--- src/rtl/contador_mmss_param.sv ---
`default_nettype none
// ============================================================================
// Module      : contador_mmss_param
// Description : BCD countdown timer MM..M:SS with a parameterisable number
//               of minute digits. The timer is preset by load, started and
//               paused with start/stop, and decremented once per tick while
//               running. Expiry enters DONE and emits a one-cycle done pulse.
//               Optional +30 s feature enabled by macro CONTADOR_ADD30_EN.
// Ports       : clk      - clock, rising edge
//               clear    - asynchronous active-high reset
//               tick     - 1 Hz single-cycle strobe
//               load     - load preset digits (highest priority)
//               uni_sec  - preset units of seconds (BCD)
//               dez_sec  - preset tens of seconds (BCD)
//               min      - preset minute digits, LS digit in [3:0]
//               start    - run request
//               stop     - pause request
//               add30    - +30 s request (ignored unless CONTADOR_ADD30_EN)
//               count_us - current units of seconds
//               count_ds - current tens of seconds
//               count_m  - current minute digits
//               zero     - all digits zero (combinational)
//               running  - FSM in RUN
//               done     - one-cycle pulse on entry to DONE
// Revision    : 1.0 - initial release
// ============================================================================
module contador_mmss_param #(
    parameter int MIN_DIGITS = 2
) (
    input  logic                    clk,
    input  logic                    clear,
    input  logic                    tick,
    input  logic                    load,
    input  logic [3:0]              uni_sec,
    input  logic [3:0]              dez_sec,
    input  logic [4*MIN_DIGITS-1:0] min,
    input  logic                    start,
    input  logic                    stop,
    input  logic                    add30,
    output logic [3:0]              count_us,
    output logic [3:0]              count_ds,
    output logic [4*MIN_DIGITS-1:0] count_m,
    output logic                    zero,
    output logic                    running,
    output logic                    done
);

    localparam int         c_MW   = 4 * MIN_DIGITS;
    localparam logic [1:0] c_IDLE = 2'd0;
    localparam logic [1:0] c_RUN  = 2'd1;
    localparam logic [1:0] c_DONE = 2'd2;

    logic [3:0]      r_us;
    logic [3:0]      r_ds;
    logic [c_MW-1:0] r_m;
    logic [1:0]      r_state;
    logic            r_done;

    logic            w_zero;
    logic [3:0]      w_load_us;
    logic [3:0]      w_load_ds;
    logic [c_MW-1:0] w_load_m;
    logic [3:0]      w_dec_us;
    logic [3:0]      w_dec_ds;
    logic [c_MW-1:0] w_dec_m;
    logic            w_dec_borrow;
    logic            w_dec_zero;
    logic            w_add30_go;
    logic [3:0]      w_add_us;
    logic [3:0]      w_add_ds;
    logic [c_MW-1:0] w_add_m;

    assign w_zero = (r_us == 4'd0) && (r_ds == 4'd0) && (r_m == '0);

    // Preset clamping: any digit above 9 becomes 9, tens of seconds above 5 become 5
    assign w_load_us = (uni_sec > 4'd9) ? 4'd9 : uni_sec;
    assign w_load_ds = (dez_sec > 4'd5) ? 4'd5 : dez_sec;

    generate
        for (genvar gi = 0; gi < MIN_DIGITS; gi++) begin : g_min_clamp
            assign w_load_m[gi*4 +: 4] = (min[gi*4 +: 4] > 4'd9) ? 4'd9 : min[gi*4 +: 4];
        end
    endgenerate

    // One-second decrement with base-10 / base-6 borrow rippling into minutes.
    // Only applied when the count is non-zero, so wrap-around never occurs.
    always_comb begin
        w_dec_us     = r_us;
        w_dec_ds     = r_ds;
        w_dec_m      = r_m;
        w_dec_borrow = 1'b0;
        if (r_us != 4'd0) begin
            w_dec_us = r_us - 4'd1;
        end else begin
            w_dec_us = 4'd9;
            if (r_ds != 4'd0) begin
                w_dec_ds = r_ds - 4'd1;
            end else begin
                w_dec_ds     = 4'd5;
                w_dec_borrow = 1'b1;
                for (int i = 0; i < MIN_DIGITS; i++) begin
                    if (w_dec_borrow) begin
                        if (r_m[i*4 +: 4] == 4'd0) begin
                            w_dec_m[i*4 +: 4] = 4'd9;
                        end else begin
                            w_dec_m[i*4 +: 4] = r_m[i*4 +: 4] - 4'd1;
                            w_dec_borrow      = 1'b0;
                        end
                    end
                end
            end
        end
    end

    assign w_dec_zero = (w_dec_us == 4'd0) && (w_dec_ds == 4'd0) && (w_dec_m == '0);

`ifdef CONTADOR_ADD30_EN
    logic [3:0] w_add_ds_sum;
    logic       w_add_carry;

    // +30 s: add 3 to the tens of seconds, carry into minutes, and saturate
    // to all-nines minutes with 5:9 seconds when the top minute digit overflows.
    always_comb begin
        w_add_ds_sum = r_ds + 4'd3;
        w_add_us     = r_us;
        w_add_ds     = w_add_ds_sum;
        w_add_m      = r_m;
        w_add_carry  = 1'b0;
        if (w_add_ds_sum >= 4'd6) begin
            w_add_ds    = w_add_ds_sum - 4'd6;
            w_add_carry = 1'b1;
        end
        for (int i = 0; i < MIN_DIGITS; i++) begin
            if (w_add_carry) begin
                if (r_m[i*4 +: 4] == 4'd9) begin
                    w_add_m[i*4 +: 4] = 4'd0;
                end else begin
                    w_add_m[i*4 +: 4] = r_m[i*4 +: 4] + 4'd1;
                    w_add_carry       = 1'b0;
                end
            end
        end
        if (w_add_carry) begin
            w_add_us = 4'd9;
            w_add_ds = 4'd5;
            w_add_m  = {MIN_DIGITS{4'h9}};
        end
    end

    assign w_add30_go = add30 && ((r_state == c_IDLE) || (r_state == c_RUN));
`else
    // Feature disabled: the port stays on the boundary but drives nothing.
    logic w_unused_add30;
    assign w_unused_add30 = add30;
    assign w_add30_go     = 1'b0;
    assign w_add_us       = r_us;
    assign w_add_ds       = r_ds;
    assign w_add_m        = r_m;
`endif

    always_ff @(posedge clk or posedge clear) begin
        if (clear) begin
            r_us    <= 4'd0;
            r_ds    <= 4'd0;
            r_m     <= '0;
            r_state <= c_IDLE;
            r_done  <= 1'b0;
        end else begin
            r_done <= 1'b0;
            if (load) begin
                r_us    <= w_load_us;
                r_ds    <= w_load_ds;
                r_m     <= w_load_m;
                r_state <= c_IDLE;
            end else begin
                case (r_state)
                    c_IDLE: begin
                        if (w_add30_go) begin
                            r_us <= w_add_us;
                            r_ds <= w_add_ds;
                            r_m  <= w_add_m;
                            // quick-start from 0:00, or start alongside add30
                            if (w_zero || start) begin
                                r_state <= c_RUN;
                            end
                        end else if (start && !w_zero) begin
                            r_state <= c_RUN;
                        end
                    end
                    c_RUN: begin
                        if (w_add30_go) begin
                            // add30 takes the cycle; a coincident tick is dropped
                            r_us <= w_add_us;
                            r_ds <= w_add_ds;
                            r_m  <= w_add_m;
                            if (stop) begin
                                r_state <= c_IDLE;
                            end
                        end else if (tick && !w_zero) begin
                            r_us <= w_dec_us;
                            r_ds <= w_dec_ds;
                            r_m  <= w_dec_m;
                            // expiry wins over a coincident stop so done is never lost
                            if (w_dec_zero) begin
                                r_state <= c_DONE;
                                r_done  <= 1'b1;
                            end else if (stop) begin
                                r_state <= c_IDLE;
                            end
                        end else if (stop) begin
                            r_state <= c_IDLE;
                        end
                    end
                    c_DONE: begin
                        if (start) begin
                            r_state <= c_IDLE;
                        end
                    end
                    default: r_state <= c_IDLE;
                endcase
            end
        end
    end

    assign count_us = r_us;
    assign count_ds = r_ds;
    assign count_m  = r_m;
    assign zero     = w_zero;
    assign running  = (r_state == c_RUN);
    assign done     = r_done;

endmodule
`default_nettype wire

--- config.mk ---
export PLATFORM = sky130hd
export DESIGN_NAME = contador_mmss_param
export DESIGN_NICKNAME = d
export VERILOG_FILES = /design/src/rtl/contador_mmss_param.sv
export SDC_FILE = /design/constraint.sdc
export NUM_CORES = 1
export LEC_CHECK = 0
export ABC_CLOCK_PERIOD_IN_PS = 5400
export BUFFER_PORTS_ARGS = -buffer_cell sky130_fd_sc_hd__buf_2
export CORE_AREA = 2 2 68 87
export CTS_CLUSTER_DIAMETER = 60
export DETAILED_ROUTE_END_ITERATION = 8
export DIE_AREA = 0 0 70 89
export GPL_TIMING_DRIVEN = 0
export PLACE_DENSITY_LB_ADDON = 0.12
export SYNTH_ARGS = -nofsm -noshare
export SYNTH_HDL_FRONTEND = slang
export SYNTH_SLANG_ARGS = --single-unit
--- constraint.sdc ---
create_clock -name clk -period 5.4 [get_ports clk]
set_input_delay 0.54 -clock clk [delete_from_list [all_inputs] [get_ports clk]]
set_output_delay 0.54 -clock clk [all_outputs]
set_load 0.005 [all_outputs]
==> impl.org <==
** Final layout
- Cells fill between 20% and 30% of the core in the end.
- The finished layout holds 247 standard cells, fillers aside.
- 0 antenna diodes ended up in the layout.
- Summed area of non-filler cells in the final layout :: 1590 um2
- Compared with the post-synthesis result, the final layout area differs by 25.4%.
- Final net count :: about 210
- The filler cells instantiated in the layout total 579.
- Fraction of layout cells with a size suffix above 1 :: between 30 and 40%

** Floorplanning
- The floorplan step set the die height to between 80 and 90 um.
- Die width :: about 70 um
- The floorplan step defined a die boundary enclosing 6230 um2.
- Row count :: 30
- Core footprint :: ~5300 um2
- For this configuration, the core starts out at a cell density of a little under a quarter.
- Pin placement for this block handled 42 I/O pins.

** GRT
- First-pass GRT wire length :: just over 6000 um
- Number of global-route vias before repair :: between 1000 and 1500
- The initial antenna violation count is 0.
- Entering global routing, the biggest net connects 20 pins.
- Summed over all layers, the global routing overflow is 0.
- Global routing used roughly 12% of the available tracks.

** Routing
- Wires add up to between 3000 and 4000 um.
- Detailed Routing Iterations Pass 1 :: 4
- Signal routing reaches up to met4.
- The routed layout has about 1200 vias.
- Post-detailed-route DRC marker count :: 0
- Routed wirelength normalized by instance count :: around 15 um
- Detail Route Antenna Nets :: 0
- Detailed routing placed a total of 1900 um of wire on met2.
- In the routed layout, each cell is associated on average with a via count of ~5.0.
- Met3 wirelength from detailed routing :: roughly 160 um
- After detailed routing, the wire length on met1 is between 1500 and 2000 um.
- The first routing iteration left 20 violations.

** Synth
- The mapped netlist covers between 1000 and 1500 um2.
- Synthesis inferred 19 register bits.
- Each instance of the synthesized netlist takes up on average around 9 um2.
- Post-synth EDFFs :: 0
- Synthesis produced 140 cells.
- Share of flip-flops with an asynchronous set or reset :: 100%
- Synthesis instantiated 46 different standard cells from the library.
- For this run, the leading register cell type out of synthesis is sky130_fd_sc_hd__dfrtp_1.
- Top area cells in the synthesized netlist :: sky130_fd_sc_hd__dfrtp_1, sky130_fd_sc_hd__mux2i_1, sky130_fd_sc_hd__nor2_1
- Most instantiated cells after synthesis :: sky130_fd_sc_hd__dfrtp_1, sky130_fd_sc_hd__nor2_1, sky130_fd_sc_hd__nand2_1
- For this run, the number of Yosys warnings is 0.
- The share of the Yosys chip area taken by registers is 37.6%.
- The synthesized design spends more area on one cell type than any other, namely sky130_fd_sc_hd__dfrtp_1.
- Most common cell in the synthesized netlist :: sky130_fd_sc_hd__dfrtp_1
- Area share of the leading cell type in the synthesized netlist :: 37.6%
- The number of nets in the synthesized netlist is roughly 170.

** STA
- Share of the clock period used by the worst path :: roughly 45%
- Slew margin rel. :: 48.8%
- For this run, the top clock speed supported by timing is 413 MHz.
- Slew Viols, Final :: 0
- Endpoints failing hold :: 0
- Setup-violating endpoint count in the final report :: 0
- Final setup slack of the worst path :: approximately 3000 ps
- Final setup TNS :: 0 ps
- Clock skew :: around 5.5 ps
- Slew of the pin with the lowest slew margin :: 748 ps
- Post-route minimum period :: 2420 ps
- Final Hold Slack :: roughly 400 ps
- RSZ-0062 raised after global routing :: false

** Placement
- Half-perimeter wire length of the detailed placement result :: roughly 2900 um
- The count of buffers added on input and output ports is 39.
- The placed instances occupy a cell area of 1540 um2.
- Routability cong. :: between 0.6 and 0.7
- Number of cells in the design after placement :: around 240
- Prior to clock tree synthesis, the placed netlist has a worst setup slack of between 2000 and 3000 ps.

** Critical path
- Traced cell by cell, the critical path runs through inv_1 -> ha_1 -> nor4b_4 -> and4_1 -> buf_2.
- Along the worst path, the maximum fanout reaches 7.
- The critical path in this run is classified as reg2out.
- Data on the critical path is required at its endpoint by between 4000 and 5000 ps.
- For the worst setup path, the data arrival time is ~1900 ps.
- STA classifies the critical path endpoint as an output port.
- The worst setup path is launched from a flip-flop.
- In this design, the stage delay of the slowest critical-path cell is around 430 ps.
- Broken down by cell family, the worst path's largest delay share belongs to simple AND/OR/NAND/NOR gates.
- Counting both buffers and inverters, the worst setup path holds a total of 2.
- For this design, the slowest cell found on the critical path is sky130_fd_sc_hd__dfrtp_1.

** Clock network
- Resized cells post-CTS :: 0
- H-tree level count :: 1
- The cell sitting at the root of the clock tree is a sky130_fd_sc_hd__clkbuf_8.
- No sink is reached through more buffers than the 2 on the longest clock path.
- Clock transition at the register clock pins on the worst setup and hold paths after CTS :: 80 ps
- TritonCTS built the clock tree.
- Clock insertion delay at the later pin of the skew report :: about 260 ps
- Hold-fix buffers, CTS :: 0
- Total CTS buffers :: 3
- Setup bufs post-CTS :: 0
- Clock Sinks :: 19

** Power
- VDD sags by at most roughly 0.074 mV.
- Pwr/cell area :: 225 nW/um2
- Static power due to leakage :: roughly 0.7 nW
- Power after layout :: 0.357 mW

** Run
- MaxCap Viol Count :: 0

** Worst hold path
- The path class of the tightest hold or removal check is in2async.

** Status
- The run finished with clean final reports.
-- routing by layer --
metal | up-vias | track usage, %
li1 | 605 | -
met1 | 594 | 14.3
met2 | 29 | 23.3
met3 | 5 | 2.03
met4 | 0 | 4.72
met5 | - | 0
-- power breakdown --
part	total [mW]	switching, mW	internal (mW)	leakage, nW
Combinational	0.0838	0.0475	0.0364	0.445
Sequential	0.170	0.0168	0.153	0.234
Clock	0.103	0.0517	0.0515	0.0255
-- sequential cells by signal (all words and copies together), names as in the netlist --
signal	count
count_ds	4
count_m	8
count_us	4
done	1
r_state	2
-- cells by family (layout without fill, tap and decap cells) --
| kind of cell | Yosys count | in the layout | synth area share, % |
|---|---|---|---|
| AND/OR/NAND/NOR | 60 | 60 | 30.6 |
| multiplexers | 5 | 5 | 3.96 |
| flip-flops | 19 | 19 | 37.6 |
| buffers and inverters | 13 | 56 | 4.05 |
| AO/OA/AOI/OAI | 37 | 37 | 19.1 |
| adder cells (fa/ha/maj) | 2 | 2 | 1.98 |
| XOR/XNOR | 4 | 4 | 2.77 |
-- path summary, 6_finish.rpt --
| check | startpoint | end | slack, ps | cells past startpoint |
|---|---|---|---|---|
| worst max-delay path | count_us[0]$_DFFE_PP0P_ | zero | 2980 | 5 |
| worst min-delay path | clear | count_ds[0]$_DFFE_PP0P_ | 410 | 2 |
| worst max register to register | count_us[0]$_DFFE_PP0P_ | count_m[4]$_DFFE_PP0P_ | 3340 | 8 |
| worst min register to register | r_state[0]$_DFFE_PP0P_ | r_state[1]$_DFFE_PP0P_ | 580 | 2 |
| max in group asynchronous | clear | count_m[5]$_DFFE_PP0P_ | 4510 | 2 |
| min in group clk | dez_sec[3] | count_ds[1]$_DFFE_PP0P_ | 490 | 2 |
-- final cells by class --
class                           instances  area, um2  area share [%]
Multi-Input combinational cell        108        738            46.5
Sequential cell                        19        475            30.0
Timing Repair Buffer                   39        195            12.3
Tap cell                               64       80.1            5.05
Clock buffer                            3       41.3            2.60
Inverter                                7       26.3            1.66
Buffer                                  6       25.0            1.58
Clock inverter                          1       5.00           0.315
-- placed cells by master, fill, tap and decap left out, types with 4 or more instances in the layout --
| cell type | n |
|---|---|
| sky130_fd_sc_hd__o21ai_1 | 7 |
| sky130_fd_sc_hd__clkbuf_1 | 4 |
| sky130_fd_sc_hd__o21ai_0 | 7 |
| sky130_fd_sc_hd__nand2_1 | 11 |
| sky130_fd_sc_hd__a21oi_1 | 6 |
| sky130_fd_sc_hd__nor2_1 | 13 |
| sky130_fd_sc_hd__inv_1 | 7 |
| sky130_fd_sc_hd__o22ai_1 | 4 |
| sky130_fd_sc_hd__mux2i_1 | 5 |
| sky130_fd_sc_hd__dfrtp_1 | 19 |
| sky130_fd_sc_hd__buf_2 | 40 |
No activity file was read; power rests on OpenSTA's default activity.
